**src/rtl/apb_master_if.sv**
```systemverilog
`default_nettype none
// =============================================================================
// Module   : apb_master_if
// Brief    : APB bus bundle between one requester and its completer.
// Revision : 1.0
// =============================================================================
interface apb_master_if #(
    parameter int A_WIDTH = 8,
    parameter int D_WIDTH = 8
);
    logic               p_sel;
    logic               p_enable;
    logic               p_write;
    logic [A_WIDTH-1:0] p_addr;
    logic [D_WIDTH-1:0] p_wdata;
    logic [D_WIDTH-1:0] p_rdata;
    logic               p_ready;
    logic               p_slverr;

    modport master (
        output p_sel,
        output p_enable,
        output p_write,
        output p_addr,
        output p_wdata,
        input  p_rdata,
        input  p_ready,
        input  p_slverr
    );

    modport slave (
        input  p_sel,
        input  p_enable,
        input  p_write,
        input  p_addr,
        input  p_wdata,
        output p_rdata,
        output p_ready,
        output p_slverr
    );
endinterface
`default_nettype wire

```
**src/rtl/apb_master.sv**
```systemverilog
`default_nettype none
// =============================================================================
// Module   : apb_master
// Brief    : APB requester taking single read/write commands and returning a
//            one-cycle response strobe. Define APB_TIMEOUT_EN to abort
//            transfers stuck in ACCESS for TIMEOUT wait cycles.
// Revision : 1.0
// =============================================================================
module apb_master #(
    parameter int A_WIDTH = 8,
    parameter int D_WIDTH = 8,
    parameter int TIMEOUT = 16
) (
    input  wire logic               p_clk,
    input  wire logic               p_rst,

    input  wire logic               cmd_valid,
    output logic                    cmd_ready,
    input  wire logic               cmd_write,
    input  wire logic [A_WIDTH-1:0] cmd_addr,
    input  wire logic [D_WIDTH-1:0] cmd_wdata,

    output logic                    rsp_valid,
    output logic [D_WIDTH-1:0]      rsp_rdata,
    output logic                    rsp_err,

    apb_master_if.master            apb
);

    typedef enum logic [1:0] {
        ST_IDLE   = 2'd0,
        ST_SETUP  = 2'd1,
        ST_ACCESS = 2'd2
    } state_t;

    generate
        if (TIMEOUT < 2 || TIMEOUT > 255) begin : g_bad_timeout
            $error("apb_master: TIMEOUT must lie in 2..255");
        end
    endgenerate

    state_t             r_state;
    state_t             w_state_nxt;

    logic               r_sel;
    logic               r_enable;
    logic               r_write;
    logic [A_WIDTH-1:0] r_addr;
    logic [D_WIDTH-1:0] r_wdata;
    logic               r_rsp_valid;
    logic [D_WIDTH-1:0] r_rsp_rdata;
    logic               r_rsp_err;

    logic               w_sel_nxt;
    logic               w_enable_nxt;
    logic               w_write_nxt;
    logic [A_WIDTH-1:0] w_addr_nxt;
    logic [D_WIDTH-1:0] w_wdata_nxt;
    logic               w_rsp_valid_nxt;
    logic [D_WIDTH-1:0] w_rsp_rdata_nxt;
    logic               w_rsp_err_nxt;

    logic               w_accept;

`ifdef APB_TIMEOUT_EN
    localparam logic [7:0] c_WAIT_LAST = 8'(TIMEOUT - 1);

    logic [7:0] r_wait;
    logic [7:0] w_wait_nxt;
    logic       w_wait_expired;

    // True on the wait cycle whose increment would make the count hit TIMEOUT.
    assign w_wait_expired = (r_wait == c_WAIT_LAST);
`endif

    // Ready is the only combinational output so a reset cycle never accepts.
    assign cmd_ready = (r_state == ST_IDLE) && !p_rst;
    assign w_accept  = cmd_valid && cmd_ready;

    always_comb begin
        w_state_nxt     = r_state;
        w_sel_nxt       = r_sel;
        w_enable_nxt    = r_enable;
        w_write_nxt     = r_write;
        w_addr_nxt      = r_addr;
        w_wdata_nxt     = r_wdata;
        w_rsp_valid_nxt = 1'b0;
        w_rsp_rdata_nxt = r_rsp_rdata;
        w_rsp_err_nxt   = r_rsp_err;
`ifdef APB_TIMEOUT_EN
        w_wait_nxt      = r_wait;
`endif

        case (r_state)
            ST_IDLE: begin
                w_sel_nxt    = 1'b0;
                w_enable_nxt = 1'b0;
                if (w_accept) begin
                    w_write_nxt = cmd_write;
                    w_addr_nxt  = cmd_addr;
                    w_wdata_nxt = cmd_wdata;
                    w_sel_nxt   = 1'b1;
                    w_state_nxt = ST_SETUP;
                end
            end

            ST_SETUP: begin
                w_sel_nxt    = 1'b1;
                w_enable_nxt = 1'b1;
                w_state_nxt  = ST_ACCESS;
`ifdef APB_TIMEOUT_EN
                w_wait_nxt   = 8'd0;
`endif
            end

            ST_ACCESS: begin
                if (apb.p_ready) begin
                    w_sel_nxt       = 1'b0;
                    w_enable_nxt    = 1'b0;
                    w_rsp_valid_nxt = 1'b1;
                    w_rsp_err_nxt   = apb.p_slverr;
                    w_rsp_rdata_nxt = r_write ? '0 : apb.p_rdata;
                    w_state_nxt     = ST_IDLE;
                end else begin
`ifdef APB_TIMEOUT_EN
                    w_wait_nxt = r_wait + 8'd1;
                    if (w_wait_expired) begin
                        w_sel_nxt       = 1'b0;
                        w_enable_nxt    = 1'b0;
                        w_rsp_valid_nxt = 1'b1;
                        w_rsp_err_nxt   = 1'b1;
                        w_rsp_rdata_nxt = '0;
                        w_state_nxt     = ST_IDLE;
                    end
`endif
                end
            end

            default: begin
                w_sel_nxt    = 1'b0;
                w_enable_nxt = 1'b0;
                w_state_nxt  = ST_IDLE;
            end
        endcase
    end

    always_ff @(posedge p_clk) begin
        if (p_rst) begin
            r_state     <= ST_IDLE;
            r_sel       <= 1'b0;
            r_enable    <= 1'b0;
            r_write     <= 1'b0;
            r_addr      <= '0;
            r_wdata     <= '0;
            r_rsp_valid <= 1'b0;
            r_rsp_rdata <= '0;
            r_rsp_err   <= 1'b0;
`ifdef APB_TIMEOUT_EN
            r_wait      <= 8'd0;
`endif
        end else begin
            r_state     <= w_state_nxt;
            r_sel       <= w_sel_nxt;
            r_enable    <= w_enable_nxt;
            r_write     <= w_write_nxt;
            r_addr      <= w_addr_nxt;
            r_wdata     <= w_wdata_nxt;
            r_rsp_valid <= w_rsp_valid_nxt;
            r_rsp_rdata <= w_rsp_rdata_nxt;
            r_rsp_err   <= w_rsp_err_nxt;
`ifdef APB_TIMEOUT_EN
            r_wait      <= w_wait_nxt;
`endif
        end
    end

    assign apb.p_sel    = r_sel;
    assign apb.p_enable = r_enable;
    assign apb.p_write  = r_write;
    assign apb.p_addr   = r_addr;
    assign apb.p_wdata  = r_wdata;

    assign rsp_valid    = r_rsp_valid;
    assign rsp_rdata    = r_rsp_rdata;
    assign rsp_err      = r_rsp_err;

endmodule
`default_nettype wire

```
**src/flat_wrapper.sv**
```systemverilog
// flat-port wrapper written by rule: the top's interface ports become plain ports
module apb_master_flat 
#(
    parameter int A_WIDTH = 8,
    parameter int D_WIDTH = 8,
    parameter int TIMEOUT = 16
)
  (p_clk, p_rst, cmd_valid, cmd_ready, cmd_write, cmd_addr, cmd_wdata, rsp_valid, rsp_rdata, rsp_err, apb_p_sel, apb_p_enable, apb_p_write, apb_p_addr, apb_p_wdata, apb_p_rdata, apb_p_ready, apb_p_slverr);
  apb_master_if #(.A_WIDTH(A_WIDTH), .D_WIDTH(D_WIDTH)) apb_i ();
  input  wire logic p_clk;
  input  wire logic p_rst;
  input  wire logic cmd_valid;
  output logic cmd_ready;
  input  wire logic cmd_write;
  input  wire logic [A_WIDTH-1:0] cmd_addr;
  input  wire logic [D_WIDTH-1:0] cmd_wdata;
  output logic rsp_valid;
  output logic [D_WIDTH-1:0] rsp_rdata;
  output logic rsp_err;
  output wire logic [$bits(apb_i.p_sel)-1:0] apb_p_sel;
  output wire logic [$bits(apb_i.p_enable)-1:0] apb_p_enable;
  output wire logic [$bits(apb_i.p_write)-1:0] apb_p_write;
  output wire logic [$bits(apb_i.p_addr)-1:0] apb_p_addr;
  output wire logic [$bits(apb_i.p_wdata)-1:0] apb_p_wdata;
  input wire logic [$bits(apb_i.p_rdata)-1:0] apb_p_rdata;
  input wire logic [$bits(apb_i.p_ready)-1:0] apb_p_ready;
  input wire logic [$bits(apb_i.p_slverr)-1:0] apb_p_slverr;
  assign apb_p_sel = apb_i.p_sel;
  assign apb_p_enable = apb_i.p_enable;
  assign apb_p_write = apb_i.p_write;
  assign apb_p_addr = apb_i.p_addr;
  assign apb_p_wdata = apb_i.p_wdata;
  assign apb_i.p_rdata = apb_p_rdata;
  assign apb_i.p_ready = apb_p_ready;
  assign apb_i.p_slverr = apb_p_slverr;
  apb_master #(.A_WIDTH(A_WIDTH), .D_WIDTH(D_WIDTH), .TIMEOUT(TIMEOUT)) u_core (.p_clk(p_clk), .p_rst(p_rst), .cmd_valid(cmd_valid), .cmd_ready(cmd_ready), .cmd_write(cmd_write), .cmd_addr(cmd_addr), .cmd_wdata(cmd_wdata), .rsp_valid(rsp_valid), .rsp_rdata(rsp_rdata), .rsp_err(rsp_err), .apb(apb_i));
endmodule
```
**config.mk**
```make
export PLATFORM = sky130hd
export DESIGN_NAME = apb_master_flat
export DESIGN_NICKNAME = d
export VERILOG_FILES = /design/src/rtl/apb_master_if.sv /design/src/rtl/apb_master.sv /design/src/flat_wrapper.sv
export SDC_FILE = /design/constraint.sdc
export NUM_CORES = 1
export LEC_CHECK = 0
export ABC_AREA = 1
export CORE_AREA = 5 5 68 70
export DETAILED_ROUTE_END_ITERATION = 10
export DIE_AREA = 0 0 73 75
export PLACE_DENSITY = 0.81
export SYNTH_ARGS = -nofsm -noshare
export SYNTH_HDL_FRONTEND = slang
export SYNTH_SLANG_ARGS = --single-unit
```
**constraint.sdc**
```tcl
create_clock -name p_clk -period 1 [get_ports p_clk]
set_input_delay 0.2 -clock p_clk [delete_from_list [all_inputs] [get_ports p_clk]]
set_output_delay 0.2 -clock p_clk [all_outputs]
set_load 0.005 [all_outputs]
```
* Word-level counts from Yosys, hierarchy flattened
Cells that the tools add are included.
Operators by class: eq/ne operators 4, bitwise operators 1, reduce and logical (&&, ||, !) cells 8, multiplexer cells 9
Operators by type and width (count):
- 2-to-1 mux 8 bit | 1
- one-hot mux 2 bit (3 select lines) | 1
- AND reduction 2 bit | 3
- 2-to-1 mux 2 bit | 2
- 2-to-1 mux 1 bit | 3
- one-hot mux 1 bit (3 select lines) | 1
- == test 2 x 1 -> 1 bit, second input constant | 1
- == test 2 bit, second input constant | 1
- logical AND 1 bit | 2
- zero test 2 bit | 1
- inequality test 2 x 1 -> 1 bit, second input constant | 1
- inequality test 2 bit, second input constant | 1
- one-hot mux 1 bit (2 select lines) | 1
- OR reduction 2 bit | 1
- zero test 1 bit | 1
- NOT 1 bit | 1
Storage, ports and cells: bits of input ports 30, output and inout bits 30, logic and storage cells 31, bits in registers 31

* Longest topological paths before layout
Gate-level depths: netlist of the first run.
depth after elaboration 5, depth in mapped cells 7, mapped depth without buffers 5

* Least setup slack after synthesis of the first run
OpenSTA, ideal clock, no wires.
path type register to register, start point register u_core.r_state[1], end point register u_core.r_addr[0] (netlist: u_core.apb.p_addr[0]), cell stages (with the launch flop) 7, library setup time 0.110 ns, period minus slack after synthesis 1.056 ns, slack -0.056 ns, data arrival time 0.946 ns, required time 0.890 ns, path buffers 2, path through dfxtp_1 > buf_6 > nor2_8 > buf_2 > nand4_1 > nand2_1 > nor2_1
Between the ends: cells in the longest elaborated chain, start to end 4
RTL lines:
- start, declared | RTL line apb_master.sv:42 | state_t r_state;
- start signal, assigned | RTL line apb_master.sv:162 | r_state <= w_state_nxt;
- zero test 2 bit (*) | RTL line apb_master.sv:77, apb_master.sv:94
- logical AND 1 bit | RTL line apb_master.sv:77 | assign cmd_ready = (r_state == ST_IDLE) && !p_rst;
- logical AND 1 bit | RTL line apb_master.sv:78 | assign w_accept = cmd_valid && cmd_ready;
- AND reduction 2 bit (no source line) (*)
- end signal, assigned | RTL line apb_master.sv:166 | r_addr <= w_addr_nxt;
- end, declared | RTL line apb_master.sv:48 | logic [A_WIDTH-1:0] r_addr;
Mark *: on every way between the ends. The rest lies on a longest branch, timed or not. A chain may end at the register's enable or synchronous reset.

* Worst setup path in the final report of the first run
start point register u_core.r_state[0], end point register u_core.r_rsp_err (netlist: u_core.rsp_err)
Between the ends: cells in the longest elaborated chain, start to end 2
RTL lines:
- == test 2 bit | RTL line apb_master.sv:94 | case (r_state)
- AND reduction 2 bit (no source line)
- end signal, assigned | RTL line apb_master.sv:170 | r_rsp_err <= w_rsp_err_nxt;
- end, declared | RTL line apb_master.sv:52 | logic r_rsp_err;
Every way passes these cells.

==> results of run 1 <==
==> per-stage QoR <==
step | hold WS (ps) | total power, mW
after detailed placement | 458.9 | 1.938
after CTS | 458.9 | 3.237
final | 456.7 | 3.215
after global routing | 455.7 | 3.397
after floorplan | 334.5 | 1.628
after global placement | 450.0 | 1.926
==> repair_timing <==
action	4_1_cts	5_1_grt
gates resized for setup	159	24
setup endpoints to repair	61	38
cloned	3	1
hold buffers	0	0
pin swaps	6	12
setup buffers	3	1
==> cell usage after synthesis <==
| master | count | area (sq um) |
|---|---|---|
| a21oi_1 | 3 | 15.01 |
| buf_1 | 1 | 3.750 |
| buf_2 | 4 | 20.02 |
| buf_6 | 3 | 33.78 |
| clkbuf_1 | 2 | 7.510 |
| clkinv_1 | 1 | 3.750 |
| dfxtp_1 | 31 | 620.6 |
| inv_1 | 55 | 206.5 |
| inv_2 | 1 | 3.750 |
| nand2_1 | 46 | 172.7 |
| nand3_1 | 17 | 85.08 |
| nand3_2 | 1 | 10.01 |
| nand3_4 | 1 | 17.52 |
| nand4_1 | 19 | 118.9 |
| nor2_1 | 20 | 75.07 |
| nor2_4 | 1 | 11.26 |
| nor2_8 | 1 | 20.02 |
| nor3_1 | 1 | 5.000 |
==> per-layer routing <==
metal  track usage (%)  vias to the layer above  part of all wire, %
met1             17.02                      683                   38
met3             4.539                        4                  5.9
met2             27.61                       37                   55
met5                 0                        -                    0
li1                  -                      784                    -
met4             7.582                        0                  1.4
==> state kept, by name, indices dropped and copies added (netlist names) <==
signal	flops
u_core.apb.p_addr	8
u_core.apb.p_wdata	8
u_core.rsp_rdata	8
u_core.r_state	2
u_core.apb.p_enable	1
u_core.apb.p_sel	1
u_core.apb.p_write	1
u_core.rsp_err	1
u_core.rsp_valid	1
==> worst max-delay path, stage by stage (launching register included) <==
cell and delay (ps):
dfxtp_2 330, buf_6 100, clkinvlp_4 180, nand3_4 200, buf_6 140, nand2_4 40
a21oi_2 120
==> cells by family after synthesis <==
family          count (synthesis)
compound gates                  3
buf+inv                        67
flops                          31
simple gates                  107
==> cell type report <==
type / instances / area (sq um) / share of cell area, %
sequential: 31 / 658.1 / 28.36
tap: 50 / 62.56 / 2.695
timing repair buffer: 77 / 623.1 / 26.85
clock inverter: 2 / 35.03 / 1.509
inverter: 57 / 217.7 / 9.380
multi-input combinational: 113 / 641.9 / 27.65
clock buffer: 6 / 82.58 / 3.558
==> cells in the final DEF (no fill, tap or decap), drive strengths merged <==
cell type,instances
inv,55
nand3,21
clkdlybuf4s50,27
clkinvlp,1
dfxtp,31
nand2,46
nor3,1
clkinv,2
buf,47
bufinv,1
clkbuf,7
a21oi,3
nand4,19
dlygate4sd2,2
nor2,23
==> report_power, final <==
part	switching [mW]	internal, mW
sequential	0.0315	1.31
clock	0.454	0.805
combinational	0.301	0.308
total	0.787	2.43
==> path summary, 6_finish.rpt <==
path | slack [ps] | from | depth (start not counted) | to
worst max-delay path | -170 | u_core.r_state[0]$_SDFFE_PP0P_ | 6 | u_core.rsp_err$_SDFFE_PP0P_
worst min-delay path | 460 | u_core.rsp_rdata[4]$_SDFFE_PP0P_ | 2 | u_core.rsp_rdata[4]$_SDFFE_PP0P_
worst max register to register | -170 | u_core.r_state[0]$_SDFFE_PP0P_ | 6 | u_core.rsp_err$_SDFFE_PP0P_
worst min register to register | 460 | u_core.rsp_rdata[4]$_SDFFE_PP0P_ | 2 | u_core.rsp_rdata[4]$_SDFFE_PP0P_
==> run_results.csv, run 1 <==
group,metric,value,unit
placement,dpl_cell_area,0.002116,sq mm
power,power_density,1385,mW/mm^2
routing,vias_per_cell,4.488,
global_route,grt_pass1_vias,1444,
routing,drc_errors,0,
cts,cts_max_path_buffers,2,
yosys,avgSynthCellArea,6.876,sq um
cts,cts_root_buf,"clkbuf_8",
floorplan,rows,23,
sta,rsz0062_at_grt,"yes",
cells_and_area,drive_gt1_share,38.11,%
cells_and_area,utilization,59.30,%
power,peakVddDrop,0.001120,V
setup_path,endpoint_kind,"flop",
yosys,synth_warnings,0,
global_route,gr-total-overflow,0,
outcome,violations,"negative setup slack",
routing,wl,4037,microns
global_route,grt_pass1_wl,6520,microns
floorplan,io_pins,60,
cts,cts_tree,"built",
run,cap_violations,0,
placement,dp_hpwl,2621,microns
hold_path,hold_class,"reg2reg",
sta,hold_violations,0,
setup_path,cp.arrival,1380,ps
yosys,syn-cell-area,0.001430,sq mm
routing,vias,1508,
sta,tightest_slew,436.4,ps
yosys,ys_ff_latch,31,
placement,place_ws,-524.9,ps
yosys,synth_top_family_by_area,"simple AND/OR/NAND/NOR gates",
cts,htreeDepth,2,
cells_and_area,fill_cells,383,
setup_path,worstSetupPathType,"reg2reg",
sta,setup_ws,-172.4,ps
yosys,yosys.area_share.simple,36.05,%
sta,finalClockSkew,10.53,ps
sta,maxSlewViolCount,0,
routing,firstDrtPassIters,4,
cells_and_area,layout.cells.non_filler,336,
cells_and_area,syn2layout_area_growth,62.29,%
cts,cts.sinks,31,
cells_and_area,final_nets,315,
sta,min_period_over_period,117.2,%
yosys,yosys.area_share.xor_xnor,0,%
sta,period_needed,1172,ps
cts,cts_made_buffers,5,
setup_path,required,1200,ps
floorplan,fp.dieW,73,microns
yosys,synthAdderAreaFrac,0,%
routing,wl_per_cell,12.01,microns
yosys,synth_fp_nets,238,
floorplan,die_y,75,microns
floorplan,die_area,0.005475,sq mm
global_route,antenna_found_initial,0,
sta,slew_headroom,70.86,%
floorplan,core_area,0.003914,sq mm
yosys,synth-seq-area-share,43.39,%
yosys,syn_inst,208,
sta,setup_viol,31,
outcome,status,"complete, but fails checks",
placement,gp_congestion,0.7246,
sta,fmax,0.8530,GHz
routing,drt-initial-drc-count,61,
placement,io_buffers,59,
sta,finalSetupTns,-3407,ps
cells_and_area,stdcell_area,0.002321,sq mm
power,leakagePower,1.212,nW
yosys,synth_compound_area_share,1.050,%
global_route,grt_usage,15.59,%
cells_and_area,num_antenna_cells,0,
setup_path,start_kind,"flop",
floorplan,initial_utilization,36.54,%
cts,clk_latency,280,ps
setup_path,worst-path-max-fanout,6,
placement,dp_cells,320,
yosys,yosys.cell_types.count,18,
global_route,grt_start_max_net_pins,26,
routing,drtAntennaViolNets,0,
cts,clkTransAtPathRegs,60,ps
yosys,synthMuxAreaShare,0,%
Note: power is estimated with default switching activity, not from simulation.
==> inputs of run 2 (changes only) <==
- CORE_AREA: 5 5 68 70 -> 5 5 71 67
- DIE_AREA: 0 0 73 75 -> 0 0 76 72
==> run 2 against run 1 <==
Worst setup slack gained 6.7 ps. Total power fell by 6.7%. Clock power down 19%. Wire length is 0.84% higher. Non-clock buffer count grew 2. The flow still finishes with violations (negative setup slack).
==> run_results.csv, run 2 (synthesis gave the netlist of run 1 again) <==
group,metric,value,unit
outcome,status,"complete, but fails checks",
outcome,violations,"negative setup slack",
setup_path,path_cells,"buf_6, clkinvlp_4, nand3_4, nor2_4, nand3_1, nand2_1",
setup_path,worst-path-max-fanout,5,
power,p_switching,0.8674,mW
global_route,grt_pass1_wl,6913,microns
power,power_frac_comb,21.2,%
cells_and_area,fill_cells,390,
global_route,grt_usage,15.23,%
power,power_frac_seq,44.8,%
sta,period_needed,1166,ps
sta,fin_hold_ws,459.3,ps
routing,wl_per_cell,12.08,microns
sta,finalSetupTns,-3927,ps
cts,cts_hold_buf,0,
routing,firstDrtPassIters,4,
cts,htreeDepth,2,
routing,drt-initial-drc-count,53,
sta,setup_ws,-165.6,ps
power,internal_power,2.132,mW
cts,clk_latency,280,ps
placement,io_buffers,59,
sta,fmax,0.8579,GHz
placement,dp_hpwl,2572,microns
global_route,grt_start_max_net_pins,26,
cells_and_area,syn2layout_area_growth,63.95,%
global_route,antenna_found_initial,0,
sta,finalClockSkew,6.149,ps
cts,cts_max_path_buffers,2,
setup_path,required,1230,ps
placement,dp_cells,320,
sta,rsz0062_at_grt,"yes",
sta,setup_viol,31,
floorplan,initial_utilization,36.33,%
placement,gp_congestion,0.7315,
routing,vias_per_cell,4.499,
routing,drc_errors,0,
power,power_density,1279,mW/mm^2
cts,cts_tree,"built",
floorplan,io_pins,60,
setup_path,start_kind,"flop",
floorplan,die_y,72,microns
cells_and_area,stdcell_area,0.002345,sq mm
cts,cts.sinks,31,
cells_and_area,drive_gt1_share,42.56,%
cells_and_area,num_antenna_cells,0,
setup_path,endpoint_kind,"flop",
setup_path,slowest_stage,"dfxtp_2",
cells_and_area,final_nets,318,
global_route,gr-total-overflow,0,
setup_path,critical_path.top_delay_family,"simple AND/OR/NAND/NOR gates",
cts,clkTransAtPathRegs,80,ps
power,peakVddDrop,0.0008026,V
run,cap_violations,0,
power,leakagePower,1.208,nW
cells_and_area,final_cell_mix,"inv_1 (47), nand2_1 (38), dfxtp_2 (30), clkdlybuf4s50_1 (27), buf_2 (27)",
cts,cts_made_buffers,5,
setup_path,worstSetupPathType,"reg2reg",
routing,wl,4071,microns
sta,tightest_slew,494.1,ps
sta,slew_headroom,67.06,%
hold_path,hold_class,"in2reg",
setup_path,critPathMaxStageDelay,330,ps
global_route,grt_pass1_vias,1557,
sta,maxSlewViolCount,0,
cts,cts_root_buf,"clkbuf_8",
power,p_clk_share,33.9,%
floorplan,rows,22,
sta,hold_violations,0,
sta,min_period_over_period,116.6,%
floorplan,core_area,0.003936,sq mm
power,sw_frac_of_total,28.92,%
routing,vias,1516,
cells_and_area,mostFrequentLayoutCell,"inv_1",
floorplan,fp.dieW,76,microns
setup_path,path_buf_inv,2,
setup_path,cp.arrival,1390,ps
routing,drtAntennaViolNets,0,
cells_and_area,layout.cells.non_filler,337,
placement,dpl_cell_area,0.002128,sq mm
floorplan,die_area,0.005472,sq mm
## run 2: changes by cell type in the layout (fill, tap and decap cells not counted), sizes merged
cell      delta
clkbuf       +1
clkinvlp     +2
bufinv       -1
nand3        +1
## run 2: layer usage
layer  vias up  track usage, %  routed length [microns]
met5         -               0                        0
met4         0           2.569                       40
met3         4           6.203                      267
met2        43           28.71                     2109
met1       679           16.13                     1653
li1        790               -                        -
## run 2: per-stage QoR
step                worst slack (ps)  power, mW  util [%]
floorplan                     -27.34      1.628         -
global placement              -477.9      1.933     54.07
detailed placement            -525.4      1.941     54.07
CTS                           -139.7      2.977     58.71
global route                  -238.1      3.141     59.57
finish                        -165.6      2.999     59.57
## run 2: power by group through the flow
stage	clock network, mW	registers, mW	logic (mW)
after floorplan	0	1.37	0.261
after global placement	0	1.36	0.572
after detailed placement	0	1.36	0.579
after CTS	1.03	1.34	0.607
after global routing	1.08	1.35	0.710
final	1.02	1.35	0.637
## run 2: worst paths after layout
check,end,slack (ps),startpoint,depth (start not counted)
hold / removal,u_core.rsp_rdata[0]$_SDFFE_PP0P_,460,apb_p_rdata[0],3
hold reg to reg,u_core.rsp_rdata[7]$_SDFFE_PP0P_,470,u_core.rsp_rdata[7]$_SDFFE_PP0P_,2
setup reg to reg,u_core.rsp_rdata[4]$_SDFFE_PP0P_,-170,u_core.r_state[0]$_SDFFE_PP0P_,6
setup / recovery,u_core.rsp_rdata[4]$_SDFFE_PP0P_,-170,u_core.r_state[0]$_SDFFE_PP0P_,6
## run 2: final cells by class
cell class | count | area, sq um | share of cell area (%)
clock buffers | 5 | 68.82 | 2.935
repair buffers | 79 | 654.4 | 27.91
well taps | 48 | 60.06 | 2.561
inverters | 57 | 221.5 | 9.445
multi-input cells | 114 | 656.9 | 28.01
clock inverters | 3 | 25.02 | 1.067
flip-flops and latches | 31 | 658.1 | 28.07
## run 2: repair_timing
item | in CTS | in global routing
gates cloned | 5 | 0
setup buffers | 4 | 0
resized for setup | 164 | 27
endpoints found under the setup margin | 60 | 34
pin swaps | 15 | 12
## run 2: worst register-to-register path, stage by stage, from the launching register on
cell,delay [ps]
dfxtp_2,330
buf_6,120
clkinvlp_4,130
nand3_4,140
nor2_4,210
nand3_1,110
nand2_1,70
